File: src/rtl/eq_band_scheduler_if.sv
// Control bundle between the sample strobe source and the shared-MAC band scheduler.
// The master modport drives the strobes. The slave modport is the scheduler side.
interface eq_band_scheduler_if #(
   parameter int BAND_W = 3,
   parameter int TAP_W  = 6
);
   logic              clk_enable;
   logic              sample_valid;
   logic              busy;
   logic [BAND_W-1:0] band_sel;
   logic [TAP_W-1:0]  tap_addr;
   logic              mac_clear;
   logic              mac_en;
   logic              band_done;
   logic              frame_done;
   logic              overrun;

   modport master (
      output clk_enable, sample_valid,
      input  busy, band_sel, tap_addr, mac_clear, mac_en, band_done, frame_done, overrun
   );

   modport slave (
      input  clk_enable, sample_valid,
      output busy, band_sel, tap_addr, mac_clear, mac_en, band_done, frame_done, overrun
   );
endinterface

File: src/rtl/eq_band_scheduler.sv
// Frame-aware sequencer for the equalizer's shared MAC: for each sample it runs
// clear / tap sweep / flush for every band, then signals frame completion.
module eq_band_scheduler #(
   parameter int NUM_BANDS = 8,
   parameter int NUM_TAPS  = 64,
   parameter int TAP_W     = 6,
   parameter int BAND_W    = 3
) (
   input logic               clk,
   input logic               rst,
   eq_band_scheduler_if.slave bus
);
   localparam logic [TAP_W-1:0]  LAST_TAP  = TAP_W'(NUM_TAPS - 1);
   localparam logic [BAND_W-1:0] LAST_BAND = BAND_W'(NUM_BANDS - 1);

   typedef enum logic [2:0] {IDLE, CLEAR, RUN, FLUSH, DONE} state_t;

   state_t            state;
   logic              busy;
   logic [BAND_W-1:0] band_sel;
   logic [TAP_W-1:0]  tap_addr;
   logic              mac_clear;
   logic              mac_en;
   logic              band_done;
   logic              frame_done;
   logic              overrun;

   // Outputs are written on the transition into each state, so they always
   // match the state register without any decode after the flops.
   always_ff @(posedge clk or posedge rst) begin
      if (rst) begin
         state      <= IDLE;
         busy       <= 1'b0;
         band_sel   <= '0;
         tap_addr   <= '0;
         mac_clear  <= 1'b0;
         mac_en     <= 1'b0;
         band_done  <= 1'b0;
         frame_done <= 1'b0;
         overrun    <= 1'b0;
      end else if (bus.clk_enable) begin
         overrun <= bus.sample_valid && (state != IDLE);
         case (state)
            IDLE: begin
               if (bus.sample_valid) begin
                  state     <= CLEAR;
                  busy      <= 1'b1;
                  band_sel  <= '0;
                  tap_addr  <= '0;
                  mac_clear <= 1'b1;
               end
            end
            CLEAR: begin
               state     <= RUN;
               tap_addr  <= '0;
               mac_clear <= 1'b0;
               mac_en    <= 1'b1;
            end
            RUN: begin
               if (tap_addr == LAST_TAP) begin
                  state     <= FLUSH;
                  tap_addr  <= '0;
                  mac_en    <= 1'b0;
                  band_done <= 1'b1;
               end else begin
                  tap_addr <= tap_addr + 1'b1;
               end
            end
            FLUSH: begin
               band_done <= 1'b0;
               if (band_sel == LAST_BAND) begin
                  state      <= DONE;
                  frame_done <= 1'b1;
               end else begin
                  state     <= CLEAR;
                  band_sel  <= band_sel + 1'b1;
                  mac_clear <= 1'b1;
               end
            end
            DONE: begin
               state      <= IDLE;
               busy       <= 1'b0;
               band_sel   <= '0;
               frame_done <= 1'b0;
            end
            default: begin
               state      <= IDLE;
               busy       <= 1'b0;
               band_sel   <= '0;
               tap_addr   <= '0;
               mac_clear  <= 1'b0;
               mac_en     <= 1'b0;
               band_done  <= 1'b0;
               frame_done <= 1'b0;
            end
         endcase
      end
   end

   assign bus.busy       = busy;
   assign bus.band_sel   = band_sel;
   assign bus.tap_addr   = tap_addr;
   assign bus.mac_clear  = mac_clear;
   assign bus.mac_en     = mac_en;
   assign bus.band_done  = band_done;
   assign bus.frame_done = frame_done;
   assign bus.overrun    = overrun;
endmodule

File: src/flat_wrapper.sv
// flat-port wrapper written by rule: the top's interface ports become plain ports
module eq_band_scheduler_flat 
#(
   parameter int NUM_BANDS = 8,
   parameter int NUM_TAPS  = 64,
   parameter int TAP_W     = 6,
   parameter int BAND_W    = 3
)
  (clk, rst, bus_clk_enable, bus_sample_valid, bus_busy, bus_band_sel, bus_tap_addr, bus_mac_clear, bus_mac_en, bus_band_done, bus_frame_done, bus_overrun);
  eq_band_scheduler_if #(.BAND_W(BAND_W), .TAP_W(TAP_W)) bus_i ();
  input logic clk;
  input logic rst;
  input wire logic [$bits(bus_i.clk_enable)-1:0] bus_clk_enable;
  input wire logic [$bits(bus_i.sample_valid)-1:0] bus_sample_valid;
  output wire logic [$bits(bus_i.busy)-1:0] bus_busy;
  output wire logic [$bits(bus_i.band_sel)-1:0] bus_band_sel;
  output wire logic [$bits(bus_i.tap_addr)-1:0] bus_tap_addr;
  output wire logic [$bits(bus_i.mac_clear)-1:0] bus_mac_clear;
  output wire logic [$bits(bus_i.mac_en)-1:0] bus_mac_en;
  output wire logic [$bits(bus_i.band_done)-1:0] bus_band_done;
  output wire logic [$bits(bus_i.frame_done)-1:0] bus_frame_done;
  output wire logic [$bits(bus_i.overrun)-1:0] bus_overrun;
  assign bus_i.clk_enable = bus_clk_enable;
  assign bus_i.sample_valid = bus_sample_valid;
  assign bus_busy = bus_i.busy;
  assign bus_band_sel = bus_i.band_sel;
  assign bus_tap_addr = bus_i.tap_addr;
  assign bus_mac_clear = bus_i.mac_clear;
  assign bus_mac_en = bus_i.mac_en;
  assign bus_band_done = bus_i.band_done;
  assign bus_frame_done = bus_i.frame_done;
  assign bus_overrun = bus_i.overrun;
  eq_band_scheduler #(.NUM_BANDS(NUM_BANDS), .NUM_TAPS(NUM_TAPS), .TAP_W(TAP_W), .BAND_W(BAND_W)) u_core (.clk(clk), .rst(rst), .bus(bus_i));
endmodule
File: config.mk
export PLATFORM = sky130hd
export DESIGN_NAME = eq_band_scheduler_flat
export DESIGN_NICKNAME = d
export VERILOG_FILES = /design/src/rtl/eq_band_scheduler_if.sv /design/src/rtl/eq_band_scheduler.sv /design/src/flat_wrapper.sv
export SDC_FILE = /design/constraint.sdc
export NUM_CORES = 1
export LEC_CHECK = 0
export ABC_AREA = 0
export CORE_MARGIN = 3
export CORE_UTILIZATION = 54
export DETAILED_ROUTE_END_ITERATION = 10
export DONT_BUFFER_PORTS = 1
export GPL_TIMING_DRIVEN = 0
export HOLD_SLACK_MARGIN = 0.15
export PLACE_DENSITY = 0.69
export SKIP_CTS_REPAIR_TIMING = 1
export SYNTH_ARGS = -nofsm -noshare
export SYNTH_HDL_FRONTEND = slang
export SYNTH_SLANG_ARGS = --single-unit
File: constraint.sdc
create_clock -name clk -period 1.3 [get_ports clk]
set_input_delay 0.325 -clock clk [delete_from_list [all_inputs] [get_ports clk]]
set_output_delay 0.325 -clock clk [all_outputs]
set_load 0.02 [all_outputs]
After elaboration in Yosys (flattened, before gate mapping) --
Cells that the tools add are included.
Operators by class: add/sub/neg operators 2, eq/ne operators 10, muxes and demuxes 20, bitwise operators 7, reductions and logical operators 18
Operator list (count):
- one-hot mux 6 bit (3 select lines) | 1
- AND reduction 3 bit | 6
- two-way mux 3 bit | 5
- two-way mux 6 bit | 2
- one-hot mux 3 bit (4 select lines) | 1
- OR reduction 3 bit | 4
- one-hot mux 3 bit (3 select lines) | 1
- AND reduction 4 bit | 2
- NOT 1 bit | 7
- adder 6 x 1 -> 6 bit (second input constant) | 1
- == test 3 x 2 -> 1 bit (second input constant) | 2
- == test 3 bit (second input constant) | 2
- == test 6 bit (second input constant) | 1
- one-hot mux 1 bit (2 select lines) | 3
- one-hot mux 1 bit (3 select lines) | 2
- OR reduction 2 bit | 3
- two-way mux 1 bit | 5
- inequality test 2 x 1 -> 1 bit (second input constant) | 2
- inequality test 2 bit (second input constant) | 2
- adder 3 x 1 -> 3 bit (second input constant) | 1
- == test 3 x 1 -> 1 bit (second input constant) | 1
- logical NOT 3 bit | 1
- nonzero test 3 bit | 1
- logical AND 1 bit | 1
Word-level totals: register bits 18, input bits 4, output and inout bits 15

Depth between registers and ports, before layout --
Gate-level depths: netlist of the first run.
depth after elaboration 4, depth in mapped cells 5, depth with buffers taken out 5

Worst setup path after synthesis of the first run --
Ideal clock, no wire load.
path type reg-to-reg, start point register u_core.band_sel[0], in the netlist u_core.bus.band_sel[0], end point register u_core.band_sel[0], in the netlist u_core.bus.band_sel[0], library setup time 125 ps, arrival time 1394 ps, data required time 1175 ps, path slack -218 ps, stages on the path, launching flop included 6, buffers on the path 0, clock period less this slack 1518 ps, cell sequence dfrtp_1 -> ha_1 -> ha_1 -> o22ai_1 -> o21ai_0 -> mux2_2
On the way: cells in the longest elaborated chain, start to end 3
RTL lines:
- start, declared | line eq_band_scheduler.sv:20 | logic [BAND_W-1:0] band_sel;
- start signal, assigned | line eq_band_scheduler.sv:76 | band_sel <= band_sel + 1'b1;
- adder 3 x 1 -> 3 bit / == test 3 bit (equally long branches) | line eq_band_scheduler.sv:76, eq_band_scheduler.sv:71
- two-way mux 3 bit / inequality test 2 bit (equally long branches)
- one-hot mux 3 bit (3 select lines) / AND reduction 4 bit (equally long branches)
Several ways; a longest one is shown, not always the timed one. The select of a mux whose other input is x is not followed. A chain may end at the register's enable or synchronous reset.

Final worst setup path of the first run --
start point register u_core.tap_addr[0], in the netlist u_core.bus.tap_addr[0], end point register u_core.tap_addr[4], in the netlist u_core.bus.tap_addr[4]
On the way: cells in the longest elaborated chain, start to end 3
RTL lines:
- start, declared | line eq_band_scheduler.sv:21 | logic [TAP_W-1:0] tap_addr;
- start signal, assigned | line eq_band_scheduler.sv:66 | tap_addr <= tap_addr + 1'b1;
- adder 6 x 1 -> 6 bit / == test 6 bit (equally long branches) | line eq_band_scheduler.sv:66, eq_band_scheduler.sv:60
- two-way mux 6 bit * | line eq_band_scheduler.sv:60 | if (tap_addr == LAST_TAP) begin
- one-hot mux 6 bit (3 select lines) * | line eq_band_scheduler.sv:43 | case (state)
Mark *: on every way between the ends. The rest lies on a longest branch, timed or not.

==> flow_summary.json, run 1 <==
{
  "via_per_inst": 6.26,
  "yosysTopAreaCell": "dfrtp_1",
  "synth.top_cell.area_share": 0.454,
  "clk_pin_slew_ns": 0.11,
  "n_antenna_cell": 0,
  "antenna_found_initial": 0,
  "cp_max_fo": 6,
  "synth_common_cells": "dfrtp_1 (18), nand2_1 (14), o21ai_0 (12)",
  "dieArea_mm2": 0.00239,
  "synthFlopType": "dfrtp_1",
  "path_class": "reg2reg",
  "async_reset_ff_frac": 1.00,
  "ys_seq_elements": 18,
  "synth_cells": 108,
  "hpwl_mm": 1.47,
  "vdd_drop_max_mv": 1.28,
  "max_slew_margin": 0.549,
  "wl_mm": 2.32,
  "clock_sinks": 18,
  "ios": 19,
  "synthMostInstantiatedCell": "dfrtp_1",
  "p_sw_frac": 0.444,
  "p_leak_nw": 0.496,
  "layout-drive-gt1-share": 0.339,
  "cts_tree": "built",
  "die_h_um": 48.9,
  "nets": 126,
  "core.rowCount": 14,
  "synth_edf_count": 0,
  "gp_congestion": 0.804,
  "rr_worst_depth": 4,
  "syn-num-nets": 115,
  "grt_pass1_wl_mm": 3.53,
  "clock_path_buffers": 2,
  "drv_cap": 0,
  "syn2layout_area_growth_pct": 25.0,
  "hold_viol_final": 0,
  "core_area_mm2": 0.00161,
  "holdPathStages": 2,
  "dp.cells": 132,
  "synth_area_um2": 992,
  "postLayoutCoreUtil": 0.769,
  "syn_avg_cell_area_um2": 9.19,
  "endpoint_kind": "flop",
  "cts-htree-levels": 1,
  "wl_per_cell_um": 16.4,
  "cp_slowest_cell": "dfrtp_2",
  "numCtsBuffers": 3,
  "setup_viol": 9,
  "p_int_mw": 1.39,
  "grt_usage": 0.185,
  "start_util": 0.616,
  "violations": "negative setup slack",
  "p_per_area_mw_per_mm2": 2010,
  "fmax_ghz": 0.679,
  "route.detailed.drc": 0,
  "first_iter_violations": 24,
  "crit_path_max_incr_delay_ns": 0.50,
  "ys_seq_area_frac": 0.454,
  "grt_max_degree": 19,
  "synth_cell_type_count": 33,
  "grt_pass1_vias": 769,
  "clockPowerShare": 0.139,
  "synth_top_cells_by_area": "dfrtp_1 (45%), o21ai_0 (6.1%), nand2_1 (5.3%), ha_1 (3.8%), o31ai_1 (3.0%)",
  "timing.hold.ws_ns": 0.208,
  "outcome": "complete, but fails checks",
  "final_cell_count_no_fill": 142,
  "min_period_ns": 1.47,
  "start_kind": "flop",
  "grt_overflow": 0,
  "portBuffers": 0,
  "hold_class": "in2reg",
  "finalClockSkew_ns": 0.0103,
  "cp_cell_sequence": "ha_4 -> nand3_4 -> or4_4 -> o21ai_2",
  "seqPwrFrac": 0.468,
  "vias": 889,
  "timing.final.crit_share": 1.13,
  "yosysWarnings": 0,
  "setup_ws_ns": -0.173,
  "crit_required_ns": 1.54,
  "drt.antenna.violating_nets": 0,
  "combPwrFrac": 0.393,
  "dieWidth_um": 48.9,
  "root_buffer": "clkbuf_4",
  "tightest_slew_ns": 0.676,
  "power_switching_mw": 1.11,
  "slew_viol_final": 0,
  "arrival_ns": 1.71,
  "insertion_delay_ns": 0.30,
  "rsz0062_at_grt": "yes",
  "dr.pass1.iters": 4
}
==> registers in the layout (all words and copies together), names as in the netlist <==
| register | flops |
|---|---|
| u_core.bus.band_done | 1 |
| u_core.bus.frame_done | 1 |
| u_core.bus.busy | 1 |
| u_core.bus.tap_addr | 6 |
| u_core.bus.mac_clear | 1 |
| u_core.bus.overrun | 1 |
| u_core.bus.mac_en | 1 |
| u_core.bus.band_sel | 3 |
| u_core.state | 3 |
==> critical path: cells and delay by family, from the launching register on <==
kind	cells	cell delay (ns)
compound gates	1	0.11
fa+ha+maj	1	0.20
simple gates	2	0.60
flops	1	0.50
==> power by group through the flow <==
stage	Clock, mW	Sequential (mW)	Combinational, mW
finish	0.348	1.17	0.981
floorplan	0	1.10	0.665
detailed placement	0	1.15	0.788
global placement	0	1.14	0.763
CTS	0.356	1.14	0.788
global route	0.380	1.20	1.10
==> kinds of logic after synthesis <==
logic type / Yosys count / synth area share
mux: 3 / 0.0315
fa+ha+maj: 3 / 0.0378
compound gates: 37 / 0.246
flops: 18 / 0.454
xor+xnor: 1 / 0.00883
buf+inv: 10 / 0.0391
simple gates: 36 / 0.183
==> worst paths after layout <==
| path | startpoint | endpoint | slack (ns) |
|---|---|---|---|
| max | u_core.bus.tap_addr[0]$_DFFE_PP0P_ | u_core.bus.tap_addr[4]$_DFFE_PP0P_ | -0.17 |
| min | bus_sample_valid | u_core.bus.overrun$_DFFE_PP0P_ | 0.21 |
| max reg2reg | u_core.bus.tap_addr[0]$_DFFE_PP0P_ | u_core.bus.tap_addr[4]$_DFFE_PP0P_ | -0.17 |
| min reg2reg | u_core.bus.tap_addr[0]$_DFFE_PP0P_ | u_core.bus.tap_addr[0]$_DFFE_PP0P_ | 0.63 |
| max in group asynchronous | rst | u_core.state[1]$_DFFE_PP0P_ | 0.25 |
| min in group asynchronous | rst | u_core.bus.tap_addr[4]$_DFFE_PP0P_ | 0.57 |
==> cell type report <==
class,instances,area (um^2)
Multi-Input combinational cell,80,614
Sequential cell,18,459
Fill cell,112,372
Timing Repair Buffer,6,51.3
Clock buffer,4,36.3
Buffer,6,33.8
Tap cell,24,30.0
Inverter,4,15.0
==> per-layer routing <==
metal,global-route usage,share of wire
met2,0.276,0.48
met1,0.271,0.44
met4,0.0664,0.021
met5,0,0
met3,0.0275,0.052
==> placed cells by master (no fill, tap or decap), types with 2 or more instances in the layout <==
master,count
a21oi_1,4
a22o_1,3
a31oi_1,3
buf_4,4
buf_6,2
clkbuf_1,2
clkbuf_2,2
clkbuf_4,3
dfrtp_1,11
dfrtp_2,7
ha_4,3
inv_1,4
mux2i_1,2
nand2_1,13
nand2b_1,3
nand3_1,2
nor2_1,5
nor2_4,2
o21ai_0,10
o21ai_1,2
o21ai_2,2
o31ai_1,3
or4_4,2
==> through the flow <==
| stage | cell area, um^2 | TNS [ns] | worst slack [ns] | total power [mW] |
|---|---|---|---|---|
| floorplan | 1040 | -0.209 | -0.0863 | 1.76 |
| global route | 1240 | -1.46 | -0.237 | 2.68 |
| CTS | 1110 | -1.32 | -0.242 | 2.28 |
| global placement | 1070 | -1.34 | -0.191 | 1.90 |
| detailed placement | 1070 | -1.65 | -0.204 | 1.94 |
| finish | 1240 | -0.688 | -0.173 | 2.50 |
Note: power is estimated with default switching activity, not from simulation.
==> run 2, diff against run 1 <==
- CORE_UTILIZATION: 54 -> 50
- PLACE_DENSITY: 0.69 -> 0.65
==> flow_summary.json, run 2 (same netlist as run 1, synthesis figures left out) <==
{
  "slew_viol_final": 0,
  "crit_required_ns": 1.53,
  "drt.antenna.violating_nets": 0,
  "cts_tree": "built",
  "wl_mm": 2.24,
  "pre_cts_slack_ns": -0.198,
  "tightest_slew_ns": 0.676,
  "grt_pass1_vias": 766,
  "cp_max_fo": 6,
  "path_class": "reg2reg",
  "dieArea_mm2": 0.00255,
  "numCtsBuffers": 3,
  "portBuffers": 0,
  "fill_cells": 148,
  "clk_pin_slew_ns": 0.11,
  "grt_pass1_wl_mm": 3.66,
  "largest_register_ffs": 6,
  "crit_family": "simple AND/OR/NAND/NOR gates",
  "top_register": "u_core.bus.tap_addr",
  "first_iter_violations": 21,
  "grt_overflow": 0,
  "seqCellArea_um2": 457,
  "multi_input_area_um2": 593,
  "hold_viol_final": 0,
  "power_switching_mw": 1.11,
  "vdd_drop_max_mv": 1.22,
  "start_kind": "flop",
  "dieWidth_um": 50.5,
  "p_leak_nw": 0.493,
  "antenna_found_initial": 0,
  "seqPwrFrac": 0.456,
  "setup_ws_ns": -0.167,
  "core.rowCount": 15,
  "wl_per_cell_um": 15.5,
  "grt_max_degree": 19,
  "crit_path_max_incr_delay_ns": 0.51,
  "layout_commonest_cell": "nand2_1",
  "combPwrFrac": 0.406,
  "timing.hold.ws_ns": 0.189,
  "cp_slowest_cell": "dfrtp_2",
  "cp_cell_sequence": "ha_4 -> nand3_4 -> or4_1 -> o21ai_1",
  "die_h_um": 50.5,
  "clock_path_buffers": 2,
  "dr.pass1.iters": 4,
  "hold-path-endpoint": "u_core.bus.overrun$_DFFE_PP0P_",
  "r2r-end": "u_core.bus.tap_addr[4]$_DFFE_PP0P_",
  "gp_congestion": 0.780,
  "finalClockSkew_ns": 0.00622,
  "reg2reg_from": "u_core.bus.tap_addr[0]$_DFFE_PP0P_",
  "via_per_inst": 5.99,
  "clockPowerShare": 0.138,
  "endpoint_kind": "flop",
  "core_area_mm2": 0.00180,
  "arrival_ns": 1.70,
  "max_slew_margin": 0.549,
  "top_regs": "u_core.bus.tap_addr (6), u_core.bus.band_sel (3), u_core.state (3)",
  "cts-htree-levels": 1,
  "cp.buffers_inverters": 0,
  "n_antenna_cell": 0,
  "root_buffer": "clkbuf_4",
  "layout-drive-gt1-share": 0.294,
  "vias": 863,
  "p_per_area_mw_per_mm2": 2060,
  "drv_cap": 0,
  "rsz0062_at_grt": "yes",
  "hpwl_mm": 1.48,
  "nets": 127,
  "hold_start": "bus_sample_valid",
  "grt_usage": 0.186,
  "min_period_ns": 1.47,
  "clock_sinks": 18,
  "syn2layout_area_growth_pct": 23.8,
  "rrSetupSlack_ns": -0.17,
  "ios": 19,
  "p_int_mw": 1.42,
  "fmax_ghz": 0.682,
  "holdPathStages": 2,
  "route.detailed.drc": 0,
  "mostFrequentLayoutCells": "nand2_1 (14), dfrtp_1 (13), o21ai_0 (8)",
  "insertion_delay_ns": 0.29,
  "hold_class": "in2reg",
  "violations": "negative setup slack",
  "p_sw_frac": 0.439,
  "timing.final.crit_share": 1.13,
  "outcome": "complete, but fails checks",
  "start_util": 0.551,
  "rr_worst_depth": 4,
  "setup_viol": 12
}
[run 2: cell count changes in the layout (fill, tap and decap cells not counted), moves of 2 or more]
cell     previous run  this run
o21ai_1             2         5
dfrtp_2             7         5
or4_4               2         0
or4_1               0         2
o21ai_0            10         8
dfrtp_1            11        13
[run 2: worst max-delay path by stage]
stage,start,end,slack (ns),cells after the start
after floorplan,u_core.bus.band_sel[1]$_DFFE_PP0P_,u_core.bus.band_sel[0]$_DFFE_PP0P_,-0.09,5
after global placement,u_core.bus.tap_addr[0]$_DFFE_PP0P_,u_core.state[0]$_DFFE_PP0P_,-0.22,5
after global routing,u_core.bus.tap_addr[0]$_DFFE_PP0P_,u_core.bus.tap_addr[4]$_DFFE_PP0P_,-0.23,4
after detailed placement,u_core.bus.band_sel[1]$_DFFE_PP0P_,u_core.bus.band_sel[0]$_DFFE_PP0P_,-0.20,5
final,u_core.bus.tap_addr[0]$_DFFE_PP0P_,u_core.bus.tap_addr[4]$_DFFE_PP0P_,-0.17,4
after CTS,u_core.bus.tap_addr[0]$_DFFE_PP0P_,u_core.state[0]$_DFFE_PP0P_,-0.25,5
[run 2: power by group through the flow]
| stage | Clock [mW] | Combinational, mW | Sequential (mW) |
|---|---|---|---|
| 2_1_floorplan | 0 | 0.665 | 1.10 |
| 3_3_place_gp | 0 | 0.781 | 1.14 |
| 3_5_place_dp | 0 | 0.803 | 1.15 |
| 4_1_cts | 0.358 | 0.812 | 1.14 |
| 5_1_grt | 0.386 | 1.16 | 1.19 |
| 6_report | 0.350 | 1.03 | 1.16 |
[run 2: cell type report]
type | count | share of cell area
Tap cell | 25 | 0.0255
Multi-Input combinational cell | 80 | 0.483
Inverter | 4 | 0.0122
Buffer | 6 | 0.0275
Timing Repair Buffer | 7 | 0.0509
Sequential cell | 18 | 0.372
Clock buffer | 4 | 0.0295
[run 2: layer usage]
metal	track usage	routed length, um
met5	0	0
met4	0.0628	10
met3	0.0623	132
met2	0.276	1090
met1	0.253	1000
[run 2: per-stage QoR]
stage               utilization  total power [mW]  instances  setup TNS, ns  instance area [um^2]
CTS                       0.616              2.31        137          -1.41                  1110
finish                    0.682              2.54        144         -0.775                  1230
global route              0.682              2.74        144          -1.48                  1230
global placement          0.596              1.92        133          -1.45                  1070
detailed placement        0.596              1.95        133          -1.60                  1070
floorplan                     -              1.76        108         -0.209                  1040
